## src/rtl/pc_ir_fetch_unit_if.sv

```systemverilog
`default_nettype none
// ---------------------------------------------------------------------------
// pc_ir_fetch_unit_if : controller <-> fetch-unit signal bundle
// Revision: 1.0
// ---------------------------------------------------------------------------
interface pc_ir_fetch_unit_if #(
  parameter int ADDR_W = 12,
  parameter int DATA_W = 8,
  parameter int CNT_W  = 16
);
  logic [DATA_W-1:0] mem_data_in;
  logic              ir_write_part1;
  logic              ir_write_part2;
  logic              pc_write;
  logic              pc_data_sel;
  logic              di_write;

  logic [ADDR_W-1:0] pc;
  logic [3:0]        upcode;
  logic [ADDR_W-1:0] ir_address;
  logic [1:0]        reg_i;
  logic [1:0]        reg_j;
  logic [DATA_W-1:0] di_out;
  logic              addr_valid;
  logic              seq_error;
  logic [CNT_W-1:0]  instr_count;

  modport master (
    output mem_data_in, ir_write_part1, ir_write_part2, pc_write, pc_data_sel, di_write,
    input  pc, upcode, ir_address, reg_i, reg_j, di_out, addr_valid, seq_error, instr_count
  );

  modport slave (
    input  mem_data_in, ir_write_part1, ir_write_part2, pc_write, pc_data_sel, di_write,
    output pc, upcode, ir_address, reg_i, reg_j, di_out, addr_valid, seq_error, instr_count
  );
endinterface
`default_nettype wire

```

## src/rtl/pc_ir_fetch_unit.sv

```systemverilog
`default_nettype none
// ---------------------------------------------------------------------------
// pc_ir_fetch_unit : PC, two-byte IR, DI register and fetch-sequence checker
// Revision: 1.0
// ---------------------------------------------------------------------------
module pc_ir_fetch_unit #(
  parameter int                ADDR_W   = 12,
  parameter int                DATA_W   = 8,
  parameter int                CNT_W    = 16,
  parameter logic [ADDR_W-1:0] RESET_PC = '0
) (
  input  wire                  clk,
  input  wire                  rst,
  pc_ir_fetch_unit_if.slave    bus
);

  typedef enum logic [1:0] {
    WAIT_OP   = 2'd0,
    HAVE_OP   = 2'd1,
    HAVE_ADDR = 2'd2
  } state_t;

  state_t            state_q, state_d;
  logic [ADDR_W-1:0] pc_q, pc_d;
  logic [DATA_W-1:0] ir1_q, ir1_d;
  logic [DATA_W-1:0] ir2_q, ir2_d;
  logic [DATA_W-1:0] di_q, di_d;
  logic              av_q, av_d;
  logic              err_q, err_d;
  logic [CNT_W-1:0]  cnt_q, cnt_d;

  logic p1_w, p2_w;
  assign p1_w = bus.ir_write_part1;
  assign p2_w = bus.ir_write_part2;

  always_comb begin
    state_d = state_q;
    pc_d    = pc_q;
    ir1_d   = ir1_q;
    ir2_d   = ir2_q;
    di_d    = di_q;
    av_d    = av_q;
    err_d   = err_q;
    cnt_d   = cnt_q;

    // Jump target and DI use the IR1 already held, never the byte arriving now.
    if (bus.pc_write) begin
      if (bus.pc_data_sel)
        pc_d = {pc_q[ADDR_W-1:4], ir1_q[3:0]};
      else
        pc_d = pc_q + ADDR_W'(1);
    end

    if (bus.di_write)
      di_d = {{(DATA_W-4){1'b0}}, ir1_q[3:0]};

    if (p1_w && p2_w) begin
      err_d = 1'b1;
    end else if (p1_w) begin
      ir1_d   = bus.mem_data_in;
      av_d    = 1'b0;
      cnt_d   = cnt_q + CNT_W'(1);
      state_d = HAVE_OP;
    end else if (p2_w) begin
      ir2_d = bus.mem_data_in;
      av_d  = 1'b1;
      // Address byte is only legal right after an opcode of the addressed class.
      if (state_q != HAVE_OP || ir1_q[DATA_W-1])
        err_d = 1'b1;
      if (state_q == HAVE_OP)
        state_d = HAVE_ADDR;
    end
  end

  always_ff @(posedge clk or posedge rst) begin
    if (rst) begin
      state_q <= WAIT_OP;
      pc_q    <= RESET_PC;
      ir1_q   <= '0;
      ir2_q   <= '0;
      di_q    <= '0;
      av_q    <= 1'b0;
      err_q   <= 1'b0;
      cnt_q   <= '0;
    end else begin
      state_q <= state_d;
      pc_q    <= pc_d;
      ir1_q   <= ir1_d;
      ir2_q   <= ir2_d;
      di_q    <= di_d;
      av_q    <= av_d;
      err_q   <= err_d;
      cnt_q   <= cnt_d;
    end
  end

  assign bus.pc          = pc_q;
  assign bus.upcode      = ir1_q[DATA_W-1:DATA_W-4];
  assign bus.ir_address  = ADDR_W'({ir1_q[3:0], ir2_q});
  assign bus.reg_i       = ir1_q[3:2];
  assign bus.reg_j       = ir1_q[1:0];
  assign bus.di_out      = di_q;
  assign bus.addr_valid  = av_q;
  assign bus.seq_error   = err_q;
  assign bus.instr_count = cnt_q;

endmodule
`default_nettype wire

```

## src/flat_wrapper.sv

```systemverilog
// flat-port wrapper written by rule: the top's interface ports become plain ports
module pc_ir_fetch_unit_flat 
#(
  parameter int                ADDR_W   = 12,
  parameter int                DATA_W   = 8,
  parameter int                CNT_W    = 16,
  parameter logic [ADDR_W-1:0] RESET_PC = '0
)
  (clk, rst, bus_mem_data_in, bus_ir_write_part1, bus_ir_write_part2, bus_pc_write, bus_pc_data_sel, bus_di_write, bus_pc, bus_upcode, bus_ir_address, bus_reg_i, bus_reg_j, bus_di_out, bus_addr_valid, bus_seq_error, bus_instr_count);
  pc_ir_fetch_unit_if #(.ADDR_W(ADDR_W), .DATA_W(DATA_W), .CNT_W(CNT_W)) bus_i ();
  input  wire clk;
  input  wire rst;
  input wire logic [$bits(bus_i.mem_data_in)-1:0] bus_mem_data_in;
  input wire logic [$bits(bus_i.ir_write_part1)-1:0] bus_ir_write_part1;
  input wire logic [$bits(bus_i.ir_write_part2)-1:0] bus_ir_write_part2;
  input wire logic [$bits(bus_i.pc_write)-1:0] bus_pc_write;
  input wire logic [$bits(bus_i.pc_data_sel)-1:0] bus_pc_data_sel;
  input wire logic [$bits(bus_i.di_write)-1:0] bus_di_write;
  output wire logic [$bits(bus_i.pc)-1:0] bus_pc;
  output wire logic [$bits(bus_i.upcode)-1:0] bus_upcode;
  output wire logic [$bits(bus_i.ir_address)-1:0] bus_ir_address;
  output wire logic [$bits(bus_i.reg_i)-1:0] bus_reg_i;
  output wire logic [$bits(bus_i.reg_j)-1:0] bus_reg_j;
  output wire logic [$bits(bus_i.di_out)-1:0] bus_di_out;
  output wire logic [$bits(bus_i.addr_valid)-1:0] bus_addr_valid;
  output wire logic [$bits(bus_i.seq_error)-1:0] bus_seq_error;
  output wire logic [$bits(bus_i.instr_count)-1:0] bus_instr_count;
  assign bus_i.mem_data_in = bus_mem_data_in;
  assign bus_i.ir_write_part1 = bus_ir_write_part1;
  assign bus_i.ir_write_part2 = bus_ir_write_part2;
  assign bus_i.pc_write = bus_pc_write;
  assign bus_i.pc_data_sel = bus_pc_data_sel;
  assign bus_i.di_write = bus_di_write;
  assign bus_pc = bus_i.pc;
  assign bus_upcode = bus_i.upcode;
  assign bus_ir_address = bus_i.ir_address;
  assign bus_reg_i = bus_i.reg_i;
  assign bus_reg_j = bus_i.reg_j;
  assign bus_di_out = bus_i.di_out;
  assign bus_addr_valid = bus_i.addr_valid;
  assign bus_seq_error = bus_i.seq_error;
  assign bus_instr_count = bus_i.instr_count;
  pc_ir_fetch_unit #(.ADDR_W(ADDR_W), .DATA_W(DATA_W), .CNT_W(CNT_W), .RESET_PC(RESET_PC)) u_core (.clk(clk), .rst(rst), .bus(bus_i));
endmodule
```

## config.mk

```make
export PLATFORM = sky130hd
export DESIGN_NAME = pc_ir_fetch_unit_flat
export DESIGN_NICKNAME = d
export VERILOG_FILES = /design/src/rtl/pc_ir_fetch_unit_if.sv /design/src/rtl/pc_ir_fetch_unit.sv /design/src/flat_wrapper.sv
export SDC_FILE = /design/constraint.sdc
export NUM_CORES = 1
export LEC_CHECK = 0
export CORE_ASPECT_RATIO = 0.75
export CORE_MARGIN = 1.5
export CORE_UTILIZATION = 50
export DETAILED_ROUTE_END_ITERATION = 16
export DONT_BUFFER_PORTS = 1
export HOLD_SLACK_MARGIN = 0.12
export PLACE_DENSITY_LB_ADDON = 0.05
export SYNTH_ARGS = -nofsm -noshare
export SYNTH_HDL_FRONTEND = slang
export SYNTH_SLANG_ARGS = --single-unit
```

## constraint.sdc

```tcl
create_clock -name clk -period 1.7 [get_ports clk]
set_input_delay 0.51 -clock clk [delete_from_list [all_inputs] [get_ports clk]]
set_output_delay 0.51 -clock clk [all_outputs]
set_load 0.005 [all_outputs]
```

==> results.yml, run 1 <==
sta:
  grt_setup_unrepaired: "false"
  tns_ps: 0
  final_hold_viol_count: 0
  max_freq_mhz: 699.7
  setup_viol: 0
  period_needed_ps: 1429
  skew_ps: 3.904
  fin_crit_sh_pct: 84.07
  drv_slew: 0
grt:
  grt_start_max_net_pins: 35
  globalRouteMet1Util_pct: 21.11
  use_met2_pct: 25.20
  grt_pass1_vias: 1365
  grt_pass1_wl_um: 6499
  use_met3_pct: 8.235
  grt-ovfl-total: 0
  grt.busiest_layer: "met2"
  antenna_found_initial: 0
  grt_use_total_pct: 16.50
synthesis:
  syn_area_mm2: 0.002345
  syn_inst: 182
  synth_edf_count: 0
  synth_top_area_share_pct: 55.50
  synth.area.top_cells: "dfrtp_1, mux2_2, xnor2_1, ha_1, xor2_1"
  avgSynthCellArea_um2: 12.88
  ys.flop_type: "dfrtp_1"
  yosysUniqueCellTypes: 35
  synth_area_leader_cell: "dfrtp_1"
  synth-seq-cells: 52
  synth-warning-count: 0
  async_reset_ff_share_pct: 100.0
  yosysSeqAreaShare_pct: 55.50
worst_setup_path:
  crit_slowest_cell: "dfrtp_1"
  critical_path_class: "flop to flop"
  critPathArrivalTime_ps: 1610
  r2r_end: "u_core.bus.instr_count[14]"
  critPathBufInv: 0
  cp-start-kind: "flop"
  rr_worst_depth: 5
  cp_top_family: "simple AND/OR/NAND/NOR gates"
  regToRegSetupSlack_ps: 270
  required_ps: 1880
  slowest_delay_ps: 470
  cp_cell_sequence: "ha_1 -> and3_2 -> nand4_4 -> nand2b_4 -> xnor2_1"
  endpoint_kind: "flop"
  rr_startpoint: "u_core.bus.instr_count[0]"
  cp_max_fo: 4
finish:
  num-nets-final: 204
  drive_gt1_share_pct: 22.83
  final_cell_mix: "dfrtp_1, mux2_2, xnor2_1"
  stdcell_area_mm2: 0.002510
  diodes: 0
  areaGrowthSynthToFinish_pct: 7.044
  final_common_cell: "dfrtp_1"
clock_network:
  clock_latency_ps: 290
  cts_tree: "done"
  cts-root-buf: "clkbuf_8"
  path_clk_slew_ps: 90
  cts.sinks: 52
  cts_buffer_depth: 2
  cts.htree.levels: 2
  cts_buffers: 5
route:
  drc: 0
  antenna_left: 0
  drt_first_pass_iters: 4
  wl_per_cell_um: 16.34
  drt_iter0_markers: 109
  vias: 1366
  viasPerCell: 5.668
  wl_um: 3937
power_and_ir_drop:
  leakage_nw: 1.170
  peakVddDrop_v: 0.0007348
  power_density_mw_per_mm2: 1182
run:
  drv_cap: 0
placement:
  numPortBuffers: 0
  hpwl_um: 2793
  gp_congestion: 0.7851
  dpl_cell_area_mm2: 0.002374
floorplanning:
  fp.dieArea_mm2: 0.005114
  die_h_um: 62.31
  pin_count: 73
  die_w_um: 82.08
  initial_core_util_pct: 52.19
  core_mm2: 0.004493
  std_cell_rows: 21
hold_path:
  hold_path_startpoint: "bus_pc_write"
  whs_path_depth: 1
  hold_path_end: "u_core.bus.pc[1]"
  hp-class: "input port to flop"
status:
  outcome: "finished clean"
[routing by layer]
metal | wire length, µm | up-vias
li1 | - | 618
met1 | 1722 | 678
met2 | 1804 | 64
met3 | 381 | 6
met4 | 28 | 0
met5 | 0 | -
[Yosys cell counts (2+ instances only)]
master,number
xnor2_1,15
dfrtp_1,52
mux2_2,22
a22o_1,3
nor2_1,6
mux2i_1,2
and3_1,4
a21oi_1,4
buf_2,2
buf_4,8
xor2_1,8
nand2_1,13
nand3_1,7
inv_1,4
nand4_1,4
o21ai_0,4
ha_1,6
[where the power goes]
group	internal, mW	total [mW]	leakage [nW]	switching (mW)
sequential	1.43	1.72	0.652	0.283
combinational	0.203	0.350	0.454	0.147
clock	0.519	0.899	0.0645	0.380
total	2.16	2.97	1.17	0.810
[sequential cells by signal, indices dropped and copies added (netlist names)]
| signal | flops |
|---|---|
| u_core.bus.di_out | 4 |
| u_core.bus.seq_error | 1 |
| u_core.state_q | 2 |
| u_core.ir2_q | 8 |
| u_core.ir1_q | 8 |
| u_core.bus.addr_valid | 1 |
| u_core.bus.pc | 12 |
| u_core.bus.instr_count | 16 |
[repair_timing]
action / 4_1_cts / 5_1_grt
setup buffers: 0 / 0
endpoints found under the hold margin: 18 / 0
hold buffers: 1 / 0
resized for setup: 0 / 0
[per-stage QoR]
stage               instances  setup slack (ps)  util (%)  hold slack (ps)  total power, mW
global placement          232             149.6     52.83            411.4            2.077
finish                    241             270.8     55.86            290.3            2.967
global route              241             165.3     55.86            267.0            3.141
floorplan                 185             159.0         -            467.8            1.999
detailed placement        232             121.7     52.83            408.7            2.098
CTS                       241             262.8     55.86            280.6            3.004
[worst max path at each step]
stage	from	endpoint	depth (start not counted)
2_1_floorplan	bus_ir_write_part2	u_core.bus.instr_count[14]	6
3_3_place_gp	bus_ir_write_part2	u_core.bus.instr_count[14]	6
3_5_place_dp	bus_ir_write_part2	u_core.bus.instr_count[15]	6
4_1_cts	u_core.bus.pc[0]	u_core.bus.pc[8]	5
5_1_grt	u_core.bus.pc[0]	u_core.bus.pc[8]	5
6_report	u_core.bus.instr_count[0]	u_core.bus.instr_count[14]	5
[final cells by class]
type | instances | area (µm²)
flip-flops and latches | 52 | 1301
repair buffers | 3 | 37.54
inverters | 4 | 18.77
clock buffers | 7 | 96.34
fillers | 379 | 1983
well taps | 57 | 71.32
clock inverters | 1 | 30.03
multi-input cells | 117 | 954.7
[cells by family after synthesis]
logic type	share of synthesized area [%]
multiplexers	11.42
AND/OR/NAND/NOR	13.39
flip-flops	55.50
AO/OA/AOI/OAI	3.469
buffers and inverters	4.269
adder cells (fa/ha/maj)	3.202
XOR/XNOR	8.592
other	0.1599
Power figures use the tool's default switching activity.
==> run 2, diff against run 1 <==
Clock period 1.7 ns to 1.32 ns, I/O delays scaled along.
==> results.yml, run 2 (synthesis gave the netlist of run 1 again) <==
route:
  wl_um: 4140
  vias: 1400
  viasPerCell: 5.303
  wl_per_cell_um: 15.68
  drc: 0
  drt_iter0_markers: 93
  drt_first_pass_iters: 4
  antenna_left: 0
power_and_ir_drop:
  power_density_mw_per_mm2: 1399
  leakage_nw: 1.275
  peakVddDrop_v: 0.0008043
sta:
  skew_ps: 9.031
  grt_setup_unrepaired: "false"
  period_needed_ps: 1270
  fin_crit_sh_pct: 96.23
  setup_ws_ps: 49.73
  tns_ps: 0
  setup_viol: 0
  drv_slew: 0
  final_hold_viol_count: 0
  max_freq_mhz: 787.2
finish:
  final_cell_mix: "dfrtp_1, buf_4, mux2_2"
  final_core_util_pct: 59.87
  num-nets-final: 228
  drive_gt1_share_pct: 34.30
  stdcell_area_mm2: 0.002690
  final_common_cell: "dfrtp_1"
  areaGrowthSynthToFinish_pct: 14.73
  nFillCells: 359
  multi_input_area_um2: 988.4
  largest_register_ffs: 16
  diodes: 0
  register_area_mm2: 0.001304
clock_network:
  cts_buffers: 5
  path_clk_slew_ps: 90
  cts_tree: "done"
  cts.htree.levels: 2
  cts.sinks: 52
  cts_buffer_depth: 2
  clock_latency_ps: 300
  cts-root-buf: "clkbuf_8"
floorplanning:
  initial_core_util_pct: 52.19
  pin_count: 73
  die_w_um: 82.08
  fp.dieArea_mm2: 0.005114
  core_mm2: 0.004493
  die_h_um: 62.31
  std_cell_rows: 21
placement:
  place_ws_ps: -34.64
  gp_congestion: 0.8323
  hpwl_um: 3053
  dpl_cell_area_mm2: 0.002545
  numPortBuffers: 0
grt:
  grt_start_max_net_pins: 44
  grt_pass1_wl_um: 6893
  grt_use_total_pct: 17.63
  grt-ovfl-total: 0
  grt_pass1_vias: 1440
  antenna_found_initial: 0
worst_setup_path:
  critical_path_class: "flop to flop"
  endpoint_kind: "flop"
  required_ps: 1510
  cp-start-kind: "flop"
  cp_max_fo: 4
  critPathArrivalTime_ps: 1460
status:
  outcome: "finished clean"
hold_path:
  hp-class: "input port to flop"
run:
  drv_cap: 0
run 2: changes by cell type in the layout (fill, tap and decap cells not counted), moves of 2 or more:
cell / change
ha_1: -2
dfrtp_2: +2
dfrtp_1: -2
buf_4: +23
clkbuf_8: -2
run 2: critical path: stages, from the launching register on:
cell	delay, ps
dfrtp_1	360
ha_2	180
and3_4	190
nand4_4	140
nand2b_4	180
xnor2_2	120
run 2: power breakdown:
part	total, mW	internal (mW)	switching (mW)
logic	0.818	0.473	0.345
registers	2.11	1.85	0.260
clock network	0.831	0.361	0.470
total	3.76	2.69	1.07
run 2: what timing repair did:
item                                   CTS  global route
setup buffers                            0             5
resized for setup                        0             6
hold buffers                             1             0
setup endpoints to repair                0            11
endpoints found under the hold margin    9             0
run 2: path summary, 6_finish.rpt:
path | startpoint | to | slack (ps) | cells past startpoint
max | u_core.bus.instr_count[1] | u_core.bus.instr_count[14] | 50 | 5
min | bus_ir_write_part1 | u_core.state_q[1] | 180 | 1
max reg2reg | u_core.bus.instr_count[1] | u_core.bus.instr_count[14] | 50 | 5
min reg2reg | u_core.bus.instr_count[15] | u_core.bus.instr_count[15] | 500 | 1
max in group asynchronous | rst | u_core.bus.instr_count[4] | 330 | 3
min in group asynchronous | rst | u_core.bus.instr_count[14] | 510 | 2
run 2: per-stage QoR:
stage                     hold WS (ps)  power, mW  instances
after detailed placement         221.3      2.903        251
final                            181.1      3.762        264
after floorplan                  451.1      2.583        185
after global placement           214.2      2.854        251
after global routing             162.7      4.024        264
after CTS                        168.3      3.750        259
run 2: final cells by class:
type	count	area share [%]
well taps	57	2.651
multi-input cells	117	36.74
clock buffers	6	2.698
clock inverters	1	0.1860
repair buffers	27	8.558
inverters	4	0.6977
flip-flops and latches	52	48.47
run 2: routing by layer:
metal  GRT usage, %  part of all wire (%)  vias up
met5              0                     0        -
met4          4.449                  0.77        0
met3          8.088                   8.7        5
met2          26.33                    45       53
met1          23.20                    46      682
li1               -                     -      660
